--- src/rtl/writeback_pkg.sv ---
// -----------------------------------------------------------------------------
// writeback_pkg
//   Shared types and helpers for the writeback stage with its store buffer.
//   - wb_op_t    : retiring-instruction class seen by writeback
//   - wb_state_t : syscall sequencer states
//   - sb_entry_t : one buffered store {addr, size-masked data, size}
//   - size_mask_data : zero-extends store data from its access size
// -----------------------------------------------------------------------------
package writeback_pkg;

  localparam int PKG_ADDR_W = 64;
  localparam int PKG_XLEN   = 64;

  // Store access sizes, log2 of the byte count.
  localparam logic [1:0] SIZE_B = 2'd0;
  localparam logic [1:0] SIZE_H = 2'd1;
  localparam logic [1:0] SIZE_W = 2'd2;
  localparam logic [1:0] SIZE_D = 2'd3;

  typedef enum logic [2:0] {
    OP_ALU   = 3'd0,
    OP_LOAD  = 3'd1,
    OP_STORE = 3'd2,
    OP_ECALL = 3'd3,
    OP_HALT  = 3'd4,
    OP_NOP   = 3'd5
  } wb_op_t;

  typedef enum logic [1:0] {
    ST_IDLE  = 2'd0,
    ST_DRAIN = 2'd1,
    ST_CALL  = 2'd2,
    ST_WRITE = 2'd3
  } wb_state_t;

  // The entry layout is sized by the package widths; the top-level ADDR_W and
  // XLEN parameters are expected to keep their default values.
  typedef struct packed {
    logic [PKG_ADDR_W-1:0] addr;
    logic [PKG_XLEN-1:0]   data;
    logic [1:0]            size;
  } sb_entry_t;

  // Keep only the bytes covered by the access size; upper bytes read as zero.
  function automatic logic [PKG_XLEN-1:0] size_mask_data(
    input logic [PKG_XLEN-1:0] data,
    input logic [1:0]          size
  );
    logic [PKG_XLEN-1:0] res;
    res = '0;
    case (size)
      SIZE_B:  res[7:0]  = data[7:0];
      SIZE_H:  res[15:0] = data[15:0];
      SIZE_W:  res[31:0] = data[31:0];
      SIZE_D:  res       = data;
      default: res       = data;
    endcase
    return res;
  endfunction

endpackage

--- src/rtl/sbuf_fifo.sv ---
// -----------------------------------------------------------------------------
// sbuf_fifo
//   Generic synchronous FIFO used as the in-order store buffer.
//   A push while full is honoured only when a pop happens in the same cycle,
//   so a full buffer can stream one-in/one-out without losing an entry.
// Ports
//   clk, reset     clock, synchronous active-high reset (empties the FIFO)
//   push, wdata    enqueue request and data
//   pop            dequeue request (ignored when empty)
//   rdata          head entry (only meaningful when !empty)
//   full, empty    occupancy flags
//   count          number of stored entries, 0..DEPTH
// -----------------------------------------------------------------------------
module sbuf_fifo #(
  parameter int WIDTH = 8,
  parameter int DEPTH = 4
) (
  input  logic                       clk,
  input  logic                       reset,
  input  logic                       push,
  input  logic [WIDTH-1:0]           wdata,
  input  logic                       pop,
  output logic [WIDTH-1:0]           rdata,
  output logic                       full,
  output logic                       empty,
  output logic [$clog2(DEPTH):0]     count
);

  localparam int PTR_W = $clog2(DEPTH);
  localparam int CNT_W = PTR_W + 1;

  logic [WIDTH-1:0] storage [DEPTH];
  logic [PTR_W-1:0] wr_ptr;
  logic [PTR_W-1:0] rd_ptr;
  logic [CNT_W-1:0] occupancy;
  logic             do_push;
  logic             do_pop;

  assign full    = (occupancy == CNT_W'(DEPTH));
  assign empty   = (occupancy == {CNT_W{1'b0}});
  assign count   = occupancy;
  assign rdata   = storage[rd_ptr];
  assign do_pop  = pop && !empty;
  assign do_push = push && (!full || do_pop);

  // Entry storage: written at the tail, no reset needed (guarded by empty).
  always_ff @(posedge clk) begin
    if (do_push) begin
      storage[wr_ptr] <= wdata;
    end
  end

  // Pointers wrap naturally because DEPTH is a power of two.
  always_ff @(posedge clk) begin
    if (reset) begin
      wr_ptr <= {PTR_W{1'b0}};
      rd_ptr <= {PTR_W{1'b0}};
    end else begin
      if (do_push) begin
        wr_ptr <= wr_ptr + PTR_W'(1);
      end
      if (do_pop) begin
        rd_ptr <= rd_ptr + PTR_W'(1);
      end
    end
  end

  // Occupancy counter; simultaneous push and pop leaves it unchanged.
  always_ff @(posedge clk) begin
    if (reset) begin
      occupancy <= {CNT_W{1'b0}};
    end else begin
      case ({do_push, do_pop})
        2'b10:   occupancy <= occupancy + CNT_W'(1);
        2'b01:   occupancy <= occupancy - CNT_W'(1);
        default: occupancy <= occupancy;
      endcase
    end
  end

endmodule

--- src/rtl/writeback_sbuf.sv ---
// -----------------------------------------------------------------------------
// writeback_sbuf
//   Writeback stage: retires one instruction per cycle, writes rd to the
//   regfile with one cycle of latency, buffers stores in an in-order store
//   buffer that drains over a valid/ready memory port, and sequences syscalls
//   (drain buffer -> call environment -> write a0) with a pipeline flush.
// Ports
//   clk, reset                 clock, synchronous active-high reset
//   in_valid/in_ready          retire handshake
//   in_op, in_size             operation class and store size (log2 bytes)
//   in_alu_result, in_mdata    result sources for rd (ALU/LOAD)
//   in_store_data, in_addr     store payload and address
//   in_rd_regno, in_update_rd  destination register and its write enable
//   wb_valid/regno/data        registered regfile write port
//   mem_valid/ready/addr/data/size  store-buffer drain port
//   ecall_req/ack/ret          syscall handshake with the environment
//   syscall_flush              one-cycle flush on ECALL accept
//   halt                       sticky end-of-program flag
//   sb_count                   store-buffer occupancy
// -----------------------------------------------------------------------------
module writeback_sbuf
  import writeback_pkg::*;
#(
  parameter int ADDR_W   = 64,
  parameter int XLEN     = 64,
  parameter int REGNO_W  = 5,
  parameter int SB_DEPTH = 4,
  parameter int A0_REGNO = 10
) (
  input  logic                      clk,
  input  logic                      reset,
  input  logic                      in_valid,
  output logic                      in_ready,
  input  logic [2:0]                in_op,
  input  logic [1:0]                in_size,
  input  logic [XLEN-1:0]           in_alu_result,
  input  logic [XLEN-1:0]           in_mdata,
  input  logic [XLEN-1:0]           in_store_data,
  input  logic [ADDR_W-1:0]         in_addr,
  input  logic [REGNO_W-1:0]        in_rd_regno,
  input  logic                      in_update_rd,
  output logic                      wb_valid,
  output logic [REGNO_W-1:0]        wb_regno,
  output logic [XLEN-1:0]           wb_data,
  output logic                      mem_valid,
  input  logic                      mem_ready,
  output logic [ADDR_W-1:0]         mem_addr,
  output logic [XLEN-1:0]           mem_data,
  output logic [1:0]                mem_size,
  output logic                      ecall_req,
  input  logic                      ecall_ack,
  input  logic [XLEN-1:0]           ecall_ret,
  output logic                      syscall_flush,
  output logic                      halt,
  output logic [$clog2(SB_DEPTH):0] sb_count
);

  localparam int ENTRY_W = $bits(sb_entry_t);

  wb_op_t            op;
  wb_state_t         state;
  wb_state_t         state_next;
  sb_entry_t         sb_wentry;
  sb_entry_t         sb_head;
  logic              sb_full;
  logic              sb_empty;
  logic              sb_push;
  logic              sb_pop;
  logic              fire;
  logic              wb_valid_next;
  logic [REGNO_W-1:0] wb_regno_next;
  logic [XLEN-1:0]   wb_data_next;

  assign op = wb_op_t'(in_op);

  // Accept rules. A store into a full buffer is allowed when the head is
  // leaving in the same cycle; HALT waits for every buffered store to drain.
  always_comb begin
    in_ready = 1'b1;
    if (reset || halt || (state != ST_IDLE)) begin
      in_ready = 1'b0;
    end else if ((op == OP_STORE) && sb_full && !mem_ready) begin
      in_ready = 1'b0;
    end else if ((op == OP_HALT) && !sb_empty) begin
      in_ready = 1'b0;
    end else begin
      in_ready = 1'b1;
    end
  end

  assign fire          = in_valid && in_ready;
  assign sb_push       = fire && (op == OP_STORE);
  assign syscall_flush = fire && (op == OP_ECALL);
  assign mem_valid     = !reset && !sb_empty;
  assign sb_pop        = mem_valid && mem_ready;
  assign ecall_req     = !reset && (state == ST_CALL);

  assign sb_wentry.addr = in_addr;
  assign sb_wentry.data = size_mask_data(in_store_data, in_size);
  assign sb_wentry.size = in_size;

  // Drain port shows zeros whenever there is nothing to present.
  assign mem_addr = mem_valid ? sb_head.addr : {ADDR_W{1'b0}};
  assign mem_data = mem_valid ? sb_head.data : {XLEN{1'b0}};
  assign mem_size = mem_valid ? sb_head.size : 2'd0;

  sbuf_fifo #(
    .WIDTH (ENTRY_W),
    .DEPTH (SB_DEPTH)
  ) u_sbuf (
    .clk   (clk),
    .reset (reset),
    .push  (sb_push),
    .wdata (sb_wentry),
    .pop   (sb_pop),
    .rdata (sb_head),
    .full  (sb_full),
    .empty (sb_empty),
    .count (sb_count)
  );

  // Syscall sequencer state register.
  always_ff @(posedge clk) begin
    if (reset) begin
      state <= ST_IDLE;
    end else begin
      state <= state_next;
    end
  end

  // Syscall sequencer next state: DRAIN checks emptiness in its own cycle.
  always_comb begin
    state_next = state;
    case (state)
      ST_IDLE: begin
        if (fire && (op == OP_ECALL)) begin
          state_next = ST_DRAIN;
        end else begin
          state_next = ST_IDLE;
        end
      end
      ST_DRAIN: begin
        if (sb_empty) begin
          state_next = ST_CALL;
        end else begin
          state_next = ST_DRAIN;
        end
      end
      ST_CALL: begin
        if (ecall_ack) begin
          state_next = ST_WRITE;
        end else begin
          state_next = ST_CALL;
        end
      end
      ST_WRITE: state_next = ST_IDLE;
      default:  state_next = ST_IDLE;
    endcase
  end

  // Regfile write selection. The syscall return value is captured straight
  // into the write register on ack, so it appears while the FSM is in WRITE.
  always_comb begin
    wb_valid_next = 1'b0;
    wb_regno_next = {REGNO_W{1'b0}};
    wb_data_next  = {XLEN{1'b0}};
    if ((state == ST_CALL) && ecall_ack) begin
      wb_valid_next = 1'b1;
      wb_regno_next = REGNO_W'(A0_REGNO);
      wb_data_next  = ecall_ret;
    end else if (fire && ((op == OP_ALU) || (op == OP_LOAD)) && in_update_rd &&
                 (in_rd_regno != {REGNO_W{1'b0}})) begin
      wb_valid_next = 1'b1;
      wb_regno_next = in_rd_regno;
      wb_data_next  = (op == OP_LOAD) ? in_mdata : in_alu_result;
    end else begin
      wb_valid_next = 1'b0;
    end
  end

  // Registered regfile write port.
  always_ff @(posedge clk) begin
    if (reset) begin
      wb_valid <= 1'b0;
      wb_regno <= {REGNO_W{1'b0}};
      wb_data  <= {XLEN{1'b0}};
    end else begin
      wb_valid <= wb_valid_next;
      wb_regno <= wb_regno_next;
      wb_data  <= wb_data_next;
    end
  end

  // Sticky halt flag, cleared only by reset.
  always_ff @(posedge clk) begin
    if (reset) begin
      halt <= 1'b0;
    end else if (fire && (op == OP_HALT)) begin
      halt <= 1'b1;
    end else begin
      halt <= halt;
    end
  end

endmodule

--- config.mk ---
export PLATFORM = sky130hd
export DESIGN_NAME = writeback_sbuf
export DESIGN_NICKNAME = d
export VERILOG_FILES = /design/src/rtl/writeback_pkg.sv /design/src/rtl/sbuf_fifo.sv /design/src/rtl/writeback_sbuf.sv
export SDC_FILE = /design/constraint.sdc
export NUM_CORES = 1
export LEC_CHECK = 0
export ABC_AREA = 1
export CAP_MARGIN = 10
export CORE_ASPECT_RATIO = 1.5
export CORE_MARGIN = 2
export CORE_UTILIZATION = 55
export DETAILED_ROUTE_END_ITERATION = 6
export GPL_ROUTABILITY_DRIVEN = 0
export PLACE_DENSITY_LB_ADDON = 0.25
export SETUP_SLACK_MARGIN = 0.5
export SLEW_MARGIN = 20
export SYNTH_ARGS = -nofsm -noshare
export SYNTH_HDL_FRONTEND = slang
export SYNTH_SLANG_ARGS = --single-unit
--- constraint.sdc ---
create_clock -name clk -period 27.6 [get_ports clk]
set_input_delay 6.9 -clock clk [delete_from_list [all_inputs] [get_ports clk]]
set_output_delay 6.9 -clock clk [all_outputs]
set_load 0.05 [all_outputs]
==> impl.org <==
** Timing
- Adding up every negative setup slack in the final design gives 0 ns.
- After layout, the worst path uses 61.04% of the clock period.
- Max Freq :: 59.36 MHz
- Final Hold Viols :: 0
- Setup repair after global routing left no endpoint under its margin.
- In this run the tightest slew margin relative to its limit is 23.73%.
- Slew at the pin closest to its max-slew limit :: 1.144 ns
- Clock skew on the completed layout was measured at 0.02841 ns.
- Subtracting the final worst setup slack from the clock period gives 16.85 ns.
- Hold timing on the final database bottoms out at a slack of 0.4765 ns.
- The max-slew violation total from the final report was 0.
- Setup violations, final :: 0

** Global route
- The first global-routing pass estimated 108.3 mm of wire.
- Aggregate global-route resource usage :: 32.06%
- The number of global-route vias before repair was 18325.
- Largest net degree at the start of global routing :: 158
- Global routing finished with a remaining overflow of 0.
- Number of antenna violations at the first check in global routing :: 20

** Critical path
- Reg2reg path depth :: 8
- The most critical setup path has its startpoint at reset.
- Origin of the critical flop-to-flop path :: u_sbuf.count[1]$_SDFFE_PP0P_
- Along the worst path, the maximum fanout reaches 68.
- STA puts the critical path data arrival time at 9.95 ns.
- On the critical path, the stage with the largest delay is an instance of clkdlybuf4s50_1.
- Startpoint types :: input port
- The critical path in this run is classified as in -> out.
- Slowest Stage Delay on Critical Path :: 0.77 ns
- STA puts the critical path data required time at 20.70 ns.
- Traced cell by cell, the critical path runs through clkdlybuf4s50_1 > inv_2 > nand2_4 > buf_4 > a21oi_1 > clkdlybuf4s50_1.
- STA classifies the critical path endpoint as a primary output.
- Most Frequent Cell on Critical Path :: clkdlybuf4s50_1

** Layout
- Reg area :: 17260 sq um
- Ratio of cells with drive above 1 in the final layout :: 4.092%
- Counting the fill cells in the layout gives 2932.
- Relative to the synthesized area, the layout overhead comes to 31.03%.
- Post-layout net count :: 3083
- Summing all multi-input logic gate instances after layout gives 6113 sq um.

** Power
- Static leakage :: 0.01168 uW
- Highest ir drop seen on vdd :: 0.00005679 V
- Power per cell area :: 58.09 nW/um^2

** Synthesis
- Distinct cell type count of the synthesized netlist :: 23
- Leading cell types by count after synthesis :: nor2_1 (590), edfxtp_1 (520), nand2_1 (342), o21ai_0 (264), a21oi_1 (144)
- The synthesized netlist devotes 8.492% of its cell area to compound gates.
- Area share of xor/xnor cells in the synthesized design :: 0.03607%
- Cell with the most instances after synthesis :: nor2_1
- Mux cell area share after synthesis :: 0%
- Top cell type by total area after synthesis :: edfxtp_1
- When the netlist entered floorplanning its net count stood at 2607.
- Averaged over all synthesized cells, the footprint is 10.72 sq um.
- The share of synthesized area in the top cell type comes to 64.31%.
- Yosys warns :: 0
- By area, the combinational part of the netlist is dominated by simple AND/OR/NAND/NOR gates.
- In the post-synthesis netlist, the biggest area contributors are edfxtp_1 (64%), nor2_1 (9.1%), dfxtp_1 (6.8%), o21ai_0 (5.4%), nand2_1 (5.3%).
- Share of synthesized cell area in full adder, half adder and majority cells :: 0.3401%
- Synth async-reset ratio :: 0%
- Synthesized-area fraction occupied by and/or/nand/nor cells :: 16.12%
- Summing every instance area after synthesis gives 24280 sq um.
- Number of storage elements in the synthesis netlist :: 602
- Synthesis produced 2265 cells.
- After synthesis, flip-flops and latches occupy 71.07% of the total area.
- Primary flip-flop cell chosen by synthesis mapping :: edfxtp_1
- Number of enable-type register cells in the synthesized netlist :: 520

** Detailed routing
- After detailed routing, the total wire length is 76.68 mm.
- Vias post-DR :: 19018
- DRC violation count after routing :: 0
- The count of nets left with antenna violations once routing finished came out at 0.
- Drt first-iter violations :: 1689
- Routed vias/inst :: 5.630
- Iteration count of the initial detailed-routing pass :: 6
- In the final routed layout, each cell accounts on average for 22.70 microns.

** Hold path
- In this run the worst hold path is classified as reg -> reg.
- Along the worst hold path, the cell count comes to 2.
- The worst hold path begins at u_sbuf.rd_ptr[1]$_SDFFE_PP0P_.

** Die
- The floorplan step set the die height to 261.3 microns.
- Cell Rows :: 94
- Core Region :: 43750 sq um
- Overall die area :: 45880 sq um
- X dimension of the die :: 175.6 microns
- For this design the top-level I/O count stands at 544.
- The initial utilization of the core area, before any placement, comes to 55.50%.

** Clock tree
- After clock tree synthesis, the clock-pin slew on the worst setup and hold paths is 0.07 ns.
- Clock latency on the worst-skew pair :: 0.60 ns
- Number of buffers inserted to repair setup after CTS :: 0
- Number of levels in the clock H-tree :: 2
- TritonCTS clock tree :: built
- Hold repair after CTS inserted 0 buffers.
- Post-CTS repair changed the size of 0 cells.
- CTS saw 602 sinks.
- Root buffer cell :: clkbuf_16
- Number of buffers added by the clock tree synthesis step :: 53
- The longest clock path from root to sink contains 3 buffers.

** Placement
- During placement, the flow inserted port buffers numbering 543.
- The HPWL after detailed placement is 50.80 mm.

** Run status
- Status :: finished, final reports clean

** Flow run
- Max-cap violations in this run came to 0.
==> report_power, final <==
group / switching, uW / internal [uW]
clock: 328 / 410
combinational: 60.3 / 57.3
sequential: 1.95 / 990
==> sequential cells by signal (all words and copies together) (netlist names), named ones only <==
signal / cells
wb_valid: 1
u_sbuf.storage: 520
state: 1
u_sbuf.count: 3
wb_data: 64
u_sbuf.wr_ptr: 2
halt: 1
u_sbuf.rd_ptr: 2
wb_regno: 5
==> stage by stage <==
step	setup WS [ns]	util, %	instances	cell area [sq um]	power (uW)
floorplan	12.09	-	2265	24280	1056
global placement	11.04	68.62	3262	30020	1125
detailed placement	10.85	68.62	3262	30020	1128
CTS	10.82	72.61	3362	31770	1853
global route	10.60	72.69	3374	31800	1898
finish	10.75	72.72	3378	31810	1848
==> worst max-delay path, delay by kind of cell <==
family	cells	cell delay, ns
buffers and inverters	4	2.30
AND/OR/NAND/NOR	1	0.54
AO/OA/AOI/OAI	1	0.13
==> cell type report <==
class / count / share of cell area [%]
timing repair buffer: 562 / 17.56
clock inverter: 28 / 0.7984
multi-input combinational: 1432 / 19.22
clock buffer: 72 / 4.688
inverter: 90 / 1.085
tap: 576 / 2.265
antenna: 16 / 0.1259
sequential: 602 / 54.27
==> placed cells by master (no fill, tap or decap), types with 3 or more instances in the layout <==
| master | netlist | layout |
|---|---|---|
| nand2_1 | 342 | 340 |
| diode_2 | 0 | 16 |
| edfxtp_1 | 520 | 520 |
| ha_1 | 5 | 5 |
| o21ai_0 | 264 | 264 |
| nor2_4 | 0 | 5 |
| clkbuf_16 | 0 | 56 |
| clkbuf_1 | 79 | 13 |
| bufinv_16 | 0 | 3 |
| clkdlybuf4s50_1 | 0 | 543 |
| nand3_1 | 74 | 74 |
| clkinvlp_4 | 0 | 5 |
| inv_1 | 87 | 85 |
| clkbuf_8 | 0 | 3 |
| inv_2 | 3 | 3 |
| nor3_1 | 3 | 3 |
| nor2_1 | 590 | 586 |
| dfxtp_1 | 82 | 80 |
| buf_4 | 0 | 17 |
| clkinv_1 | 0 | 8 |
| clkinv_2 | 0 | 5 |
| a21oi_1 | 144 | 144 |
==> cells by family (layout without fill, tap and decap cells) <==
kind of cell             count (synthesis)  in the layout
AO/OA/AOI/OAI                          411            411
adder cells (fa/ha/maj)                  6              6
flip-flops                             602            602
other                                    0             16
AND/OR/NAND/NOR                       1014           1014
XOR/XNOR                                 1              1
buffers and inverters                  231            752
==> layer usage <==
metal  vias up  global-route usage [%]  share of wire (%)
li1       8639                       -                  -
met1      9031                   36.16                 33
met2      1113                   51.47                 47
met3       221                   11.32                 12
met4        14                   21.83                6.7
met5         -                       0               0.11
==> final timing paths <==
| kind | endpoint | slack [ns] |
|---|---|---|
| setup reg to reg | u_sbuf.storage[3][93]$_DFFE_PP_ | 24.04 |
| setup / recovery | mem_addr[48] | 10.75 |
| hold reg to reg | flip-flop | 0.48 |
| hold / removal | flip-flop | 0.48 |
Note: power is estimated with default switching activity, not from simulation.
